$ cat src/rtl/scr_base_l3_pkg.sv
// Shared definitions for the L3 bank cell-tracking logic.
package scr_base_l3_pkg;

   localparam int SCR_BASE_L3_BK_CELL_NUM = 16;

   typedef enum logic [1:0] {
      CELL_FREE   = 2'd0,
      CELL_WAIT   = 2'd1,
      CELL_READY  = 2'd2,
      CELL_RETIRE = 2'd3
   } type_scr_base_l3_bk_cell_state_e;

endpackage

$ cat src/rtl/scr_base_l3_bk_rr_arb.sv
// Round-robin arbiter: picks the first request at or after the pointer and
// moves the pointer past the winner when the grant is consumed.
module scr_base_l3_bk_rr_arb #(
   parameter  int CELL_NUM = 16,
   localparam int CELL_W   = $clog2(CELL_NUM)
) (
   input  logic                clk,
   input  logic                rst_n,
   input  logic [CELL_NUM-1:0] req_i,
   input  logic                en_i,
   output logic                gnt_val_o,
   output logic [CELL_NUM-1:0] gnt_oh_o,
   output logic [CELL_W-1:0]   gnt_idx_o
);

   logic [CELL_W-1:0] ptr_q;
   logic [CELL_W-1:0] ptr_d;
   logic [CELL_W-1:0] idx;

   // Walk from the farthest candidate back to ptr so the nearest request wins.
   always_comb begin
      gnt_val_o = 1'b0;
      gnt_idx_o = '0;
      idx       = '0;
      for (int k = CELL_NUM - 1; k >= 0; k--) begin
         idx = ptr_q + CELL_W'(k);
         if (req_i[idx]) begin
            gnt_val_o = 1'b1;
            gnt_idx_o = idx;
         end
      end
   end

   assign gnt_oh_o = gnt_val_o ? (CELL_NUM'(1) << gnt_idx_o) : '0;

   always_comb begin
      ptr_d = ptr_q;
      if (en_i && gnt_val_o) begin
         ptr_d = gnt_idx_o + CELL_W'(1);
      end
   end

   always_ff @(posedge clk or negedge rst_n) begin
      if (!rst_n) begin
         ptr_q <= '0;
      end else begin
         ptr_q <= ptr_d;
      end
   end

endmodule

$ cat src/rtl/scr_base_l3_bk_cell_retire.sv
// Retire stage of the L3 bank response collector: tracks each cell until its
// responses are collected and releases finished cells one handshake at a time.
module scr_base_l3_bk_cell_retire
   import scr_base_l3_pkg::*;
#(
   parameter  int CELL_NUM = SCR_BASE_L3_BK_CELL_NUM,
   localparam int CELL_W   = $clog2(CELL_NUM)
) (
   input  logic                clk,
   input  logic                rst_n,
   input  logic                alloc_val_i,
   input  logic [CELL_W-1:0]   alloc_cell_i,
   input  logic                alloc_ack_need_i,
   input  logic                alloc_comp_ack_need_i,
   input  logic                alloc_dbid_need_i,
   input  logic [CELL_NUM-1:0] snp_ack_collected_vect_i,
   input  logic [CELL_NUM-1:0] comp_ack_collected_vect_i,
   input  logic [CELL_NUM-1:0] comp_dbid_collected_vect_i,
   output logic                retire_val_o,
   output logic [CELL_W-1:0]   retire_cell_o,
   input  logic                retire_rdy_i,
   output logic [CELL_NUM-1:0] cell_busy_vect_o,
   output logic                alloc_err_o
);

   type_scr_base_l3_bk_cell_state_e state_q [CELL_NUM];
   type_scr_base_l3_bk_cell_state_e state_d [CELL_NUM];

   logic [CELL_NUM-1:0] ack_need_q,  ack_need_d;
   logic [CELL_NUM-1:0] comp_need_q, comp_need_d;
   logic [CELL_NUM-1:0] dbid_need_q, dbid_need_d;

   logic [CELL_NUM-1:0] ready_vect;
   logic [CELL_NUM-1:0] retire_vect;
   logic [CELL_NUM-1:0] done_vect;
   logic [CELL_NUM-1:0] busy_vect;
   logic [CELL_NUM-1:0] gnt_oh;
   logic [CELL_W-1:0]   gnt_idx;
   logic                arb_gnt_val;
   logic                grant_val;
   logic                handshake;
   logic                alloc_free;

   logic                retire_val_q,  retire_val_d;
   logic [CELL_W-1:0]   retire_cell_q, retire_cell_d;
   logic                alloc_err_q,   alloc_err_d;

   always_comb begin
      for (int i = 0; i < CELL_NUM; i++) begin
         ready_vect[i]  = (state_q[i] == CELL_READY);
         retire_vect[i] = (state_q[i] == CELL_RETIRE);
         busy_vect[i]   = (state_q[i] != CELL_FREE);
         done_vect[i]   = (!ack_need_q[i]  | snp_ack_collected_vect_i[i]) &
                          (!comp_need_q[i] | comp_ack_collected_vect_i[i]) &
                          (!dbid_need_q[i] | comp_dbid_collected_vect_i[i]);
      end
   end

   // Only one cell may sit in RETIRE, so a new grant waits for the release edge.
   assign grant_val  = arb_gnt_val & ~(|retire_vect);
   assign handshake  = retire_val_q & retire_rdy_i;
   assign alloc_free = alloc_val_i & (state_q[alloc_cell_i] == CELL_FREE);

   scr_base_l3_bk_rr_arb #(
      .CELL_NUM (CELL_NUM)
   ) u_rr_arb (
      .clk       (clk),
      .rst_n     (rst_n),
      .req_i     (ready_vect),
      .en_i      (grant_val),
      .gnt_val_o (arb_gnt_val),
      .gnt_oh_o  (gnt_oh),
      .gnt_idx_o (gnt_idx)
   );

   always_comb begin
      for (int i = 0; i < CELL_NUM; i++) begin
         state_d[i] = state_q[i];
         unique case (state_q[i])
            CELL_FREE:   if (alloc_free && (alloc_cell_i == CELL_W'(i))) state_d[i] = CELL_WAIT;
            CELL_WAIT:   if (done_vect[i])                 state_d[i] = CELL_READY;
            CELL_READY:  if (grant_val && gnt_oh[i])       state_d[i] = CELL_RETIRE;
            CELL_RETIRE: if (handshake)                    state_d[i] = CELL_FREE;
            default:                                       state_d[i] = CELL_FREE;
         endcase
      end
   end

   always_comb begin
      ack_need_d  = ack_need_q;
      comp_need_d = comp_need_q;
      dbid_need_d = dbid_need_q;
      if (alloc_free) begin
         ack_need_d[alloc_cell_i]  = alloc_ack_need_i;
         comp_need_d[alloc_cell_i] = alloc_comp_ack_need_i;
         dbid_need_d[alloc_cell_i] = alloc_dbid_need_i;
      end
   end

   always_comb begin
      retire_val_d  = retire_val_q;
      retire_cell_d = retire_cell_q;
      if (grant_val) begin
         retire_val_d  = 1'b1;
         retire_cell_d = gnt_idx;
      end else if (handshake) begin
         retire_val_d  = 1'b0;
      end
   end

   assign alloc_err_d = alloc_val_i & (state_q[alloc_cell_i] != CELL_FREE);

   always_ff @(posedge clk or negedge rst_n) begin
      if (!rst_n) begin
         state_q       <= '{default: CELL_FREE};
         ack_need_q    <= '0;
         comp_need_q   <= '0;
         dbid_need_q   <= '0;
         retire_val_q  <= 1'b0;
         retire_cell_q <= '0;
         alloc_err_q   <= 1'b0;
      end else begin
         state_q       <= state_d;
         ack_need_q    <= ack_need_d;
         comp_need_q   <= comp_need_d;
         dbid_need_q   <= dbid_need_d;
         retire_val_q  <= retire_val_d;
         retire_cell_q <= retire_cell_d;
         alloc_err_q   <= alloc_err_d;
      end
   end

   assign retire_val_o     = retire_val_q;
   assign retire_cell_o    = retire_cell_q;
   assign alloc_err_o      = alloc_err_q;
   assign cell_busy_vect_o = busy_vect;

endmodule

$ cat config.mk
export PLATFORM = sky130hd
export DESIGN_NAME = scr_base_l3_bk_cell_retire
export DESIGN_NICKNAME = d
export VERILOG_FILES = /design/src/rtl/scr_base_l3_pkg.sv /design/src/rtl/scr_base_l3_bk_rr_arb.sv /design/src/rtl/scr_base_l3_bk_cell_retire.sv
export SDC_FILE = /design/constraint.sdc
export NUM_CORES = 1
export LEC_CHECK = 0
export BUFFER_PORTS_ARGS = -buffer_cell sky130_fd_sc_hd__buf_2
export CAP_MARGIN = 5
export CORE_AREA = 2 2 127 129
export DETAILED_ROUTE_END_ITERATION = 7
export DIE_AREA = 0 0 129 131
export PLACE_DENSITY = 0.76
export SETUP_SLACK_MARGIN = 0.02
export SYNTH_ARGS = -nofsm -noshare
export SYNTH_HDL_FRONTEND = slang
export SYNTH_SLANG_ARGS = --single-unit
$ cat constraint.sdc
create_clock -name clk -period 4.3 [get_ports clk]
set_input_delay 1.29 -clock clk [delete_from_list [all_inputs] [get_ports clk]]
set_output_delay 1.29 -clock clk [all_outputs]
set_load 0.05 [all_outputs]
==> out/results.ini <==
[status]
status = finished, final reports clean

[global_route]
grt_max_degree = 47
grt_overflow = 0
grt_pass1_wl_um = 36300
antenna_found_initial = 0
grt_util_all_layers = 0.276
grt_pass1_vias = 6926

[final_layout]
antenna-diode-count = 0
fill_cells = 1284
drive_gt1_frac = 0.331
area_delta_synth_final_pct = 16.9
multiInputGateArea_um2 = 5700
regArea_um2 = 2250
layout.nets = 1104

[routing]
dr.pass1.iters = 6
wirelength_um = 22800
wire_per_inst_um = 19.6
drt-initial-drc-count = 549
vias_per_cell = 6.05
antenna_left = 0
vias = 7033
drc = 0

[setup_path]
arrival_ns = 4.37
worstSetupPathType = flop to flop
r2r-end = state_q[29]
reg2reg_depth = 12
setup.worst_path.start_class = flop
r2r_start = state_q[4]
required_ns = 4.53
cp_max_fo = 8
r2r_setup_slack_ns = 0.16
endpoint_kind = flop

[synth]
synth_top_area_share = 0.266
syn_inst = 810
ys_ff_latch = 90
yosysWarnings = 0
async_flop_share = 1.00
synthesis.area_um2 = 8450
synth_top_area_cell = dfrtp_1
synth.distinct_cells = 79
synthFlopType = dfrtp_1
syn_nets = 973
yosysSeqAreaShare = 0.266
ys_top_cells_by_area = dfrtp_1 27%, ha_1 15%, mux2_2 10%
synth-edff-count = 0
syn_area_per_cell_um2 = 10.4

[min_path]
holdCritStartpoint = retire_cell_o[1]
holdCritPathClass = flop to flop
hold_depth = 1
hold_end = retire_cell_o[1]

[job]
maxCapViolCount = 0

[die]
core-area_um2 = 15600
top_level_ports = 81
die_area_um2 = 16900
die_y_um = 131
die_width_um = 129
num_rows = 46
initial_core_util = 0.542

[placed_design]
port_buffers = 80
dp_hpwl_um = 17800
gp_congestion = 1.06

[sta]
fmax_mhz = 242
period_share = 0.963
worst_slew_pin_slew_ns = 0.786
setup_viol = 0
slew_violations = 0
tns_ns = 0
rsz0062_at_grt = false
finalWorstPathRequiredPeriod_ns = 4.14
finalHoldViolations = 0
slew_headroom = 0.475
worst_clock_skew_ns = 0.0121

[clocking]
insertion_delay_ns = 0.35
cts.sinks = 90
clock_tree.root_cell = clkbuf_16
clkTransAtPathRegs_ns = 0.07
cts_buffer_depth = 2
cts_tree = yes
cts_buffers = 9
holdBufCountCts = 0
htreeDepth = 3

==> how the worst max path moves through the flow <==
stage | to | slack, ns | start
3_3_place_gp | state_q[1] | 0.06 | alloc_cell_i[0]
2_1_floorplan | state_q[31] | 0.03 | u_rr_arb.ptr_q[0]
4_1_cts | state_q[29] | 0.1 | state_q[4]
6_report | state_q[29] | 0.16 | state_q[4]
5_1_grt | state_q[17] | 0.03 | state_q[0]
3_5_place_dp | state_q[1] | 0.03 | alloc_cell_i[0]
==> final cells by class <==
class / count / area share
clock buffer: 10 / 0.0232
clock inverter: 6 / 0.00773
inverter: 109 / 0.0415
multi-input combinational: 583 / 0.577
sequential: 90 / 0.228
tap: 216 / 0.0274
timing repair buffer: 148 / 0.0950
==> sequential cells by signal, summed over array words and instances (netlist names) <==
| register | cells |
|---|---|
| u_rr_arb.ptr_q | 4 |
| state_q | 32 |
| ack_need_q | 16 |
| comp_need_q | 16 |
| dbid_need_q | 16 |
| retire_val_o | 1 |
| alloc_err_o | 1 |
| retire_cell_o | 4 |
==> synth_stat cells (3+ instances only) <==
| cell | instances |
|---|---|
| nand2b_1 | 5 |
| a21oi_2 | 4 |
| a222oi_1 | 16 |
| a221o_1 | 16 |
| nand4_1 | 11 |
| nand4b_1 | 6 |
| a31oi_1 | 6 |
| mux2i_4 | 6 |
| or4b_1 | 4 |
| nand3_1 | 18 |
| buf_2 | 6 |
| mux2i_1 | 29 |
| a21oi_1 | 31 |
| a311oi_1 | 3 |
| nand4bb_1 | 3 |
| buf_4 | 5 |
| xor2_1 | 7 |
| ha_1 | 104 |
| o32a_1 | 16 |
| inv_1 | 107 |
| clkbuf_1 | 12 |
| mux2_2 | 77 |
| o211ai_1 | 5 |
| o22ai_1 | 4 |
| mux2_1 | 4 |
| and2_1 | 3 |
| nor3_1 | 5 |
| dfrtp_1 | 90 |
| xnor2_1 | 7 |
| nor2b_1 | 23 |
| nand2_1 | 38 |
| mux4_2 | 29 |
| nor2_1 | 27 |
| a21o_1 | 5 |
| a22oi_1 | 4 |
| o21ai_0 | 10 |
| nor4_1 | 6 |
==> through the flow <==
stage,setup slack (ns),util,std cells,instance area [um2],hold WS (ns)
2_1_floorplan,0.0256,-,810,8510,0.479
3_3_place_gp,0.0591,0.609,1140,9500,0.459
3_5_place_dp,0.0306,0.609,1140,9500,0.464
4_1_cts,0.0973,0.629,1156,9810,0.479
5_1_grt,0.0313,0.633,1162,9880,0.516
6_report,0.161,0.633,1162,9880,0.477
==> layout by cell type, fill, tap and decap left out, drive strengths merged, types with 7 or more instances in the layout <==
master	count
nor2b	23
clkbuf	10
xor2	8
inv	113
nand2	38
buf	148
a222oi	16
a21oi	35
dfrtp	90
ha	104
a221o	16
xnor2	8
mux2	82
o32a	16
nor4	7
mux4	30
nor2	27
nand3	18
nand4	11
o21ai	12
mux2i	36
==> per-layer routing <==
metal,part of all wire,track usage
met5,0,0
met4,0.030,0.104
met3,0.066,0.0456
met2,0.48,0.462
met1,0.43,0.362
==> critical path: stages, from the launching register on <==
cell,delay (ns)
dfrtp_1,0.37
inv_1,0.10
ha_1,0.29
mux4_2,0.58
mux4_2,0.58
nand2_1,0.10
mux2i_1,0.10
nor4_4,0.39
nor3b_2,0.11
a211oi_4,0.35
or4b_4,0.52
a21oi_2,0.18
mux2_1,0.33
==> timing repair <==
action	CTS	global route
resized for setup	0	11
buffers inserted	0	6
setup endpoints to repair	0	17
==> cell families (layout without fill, tap and decap cells) <==
kind of cell	after synthesis	count (layout)	synth area share
compound gates	154	154	0.146
xor+xnor	16	16	0.0197
fa+ha+maj	104	104	0.154
buf+inv	137	273	0.0675
flops	90	90	0.266
mux	148	148	0.242
simple gates	161	161	0.105
Power is not shown: default switching activity piles up to over one toggle a cycle in this logic, so the estimate is an artifact.
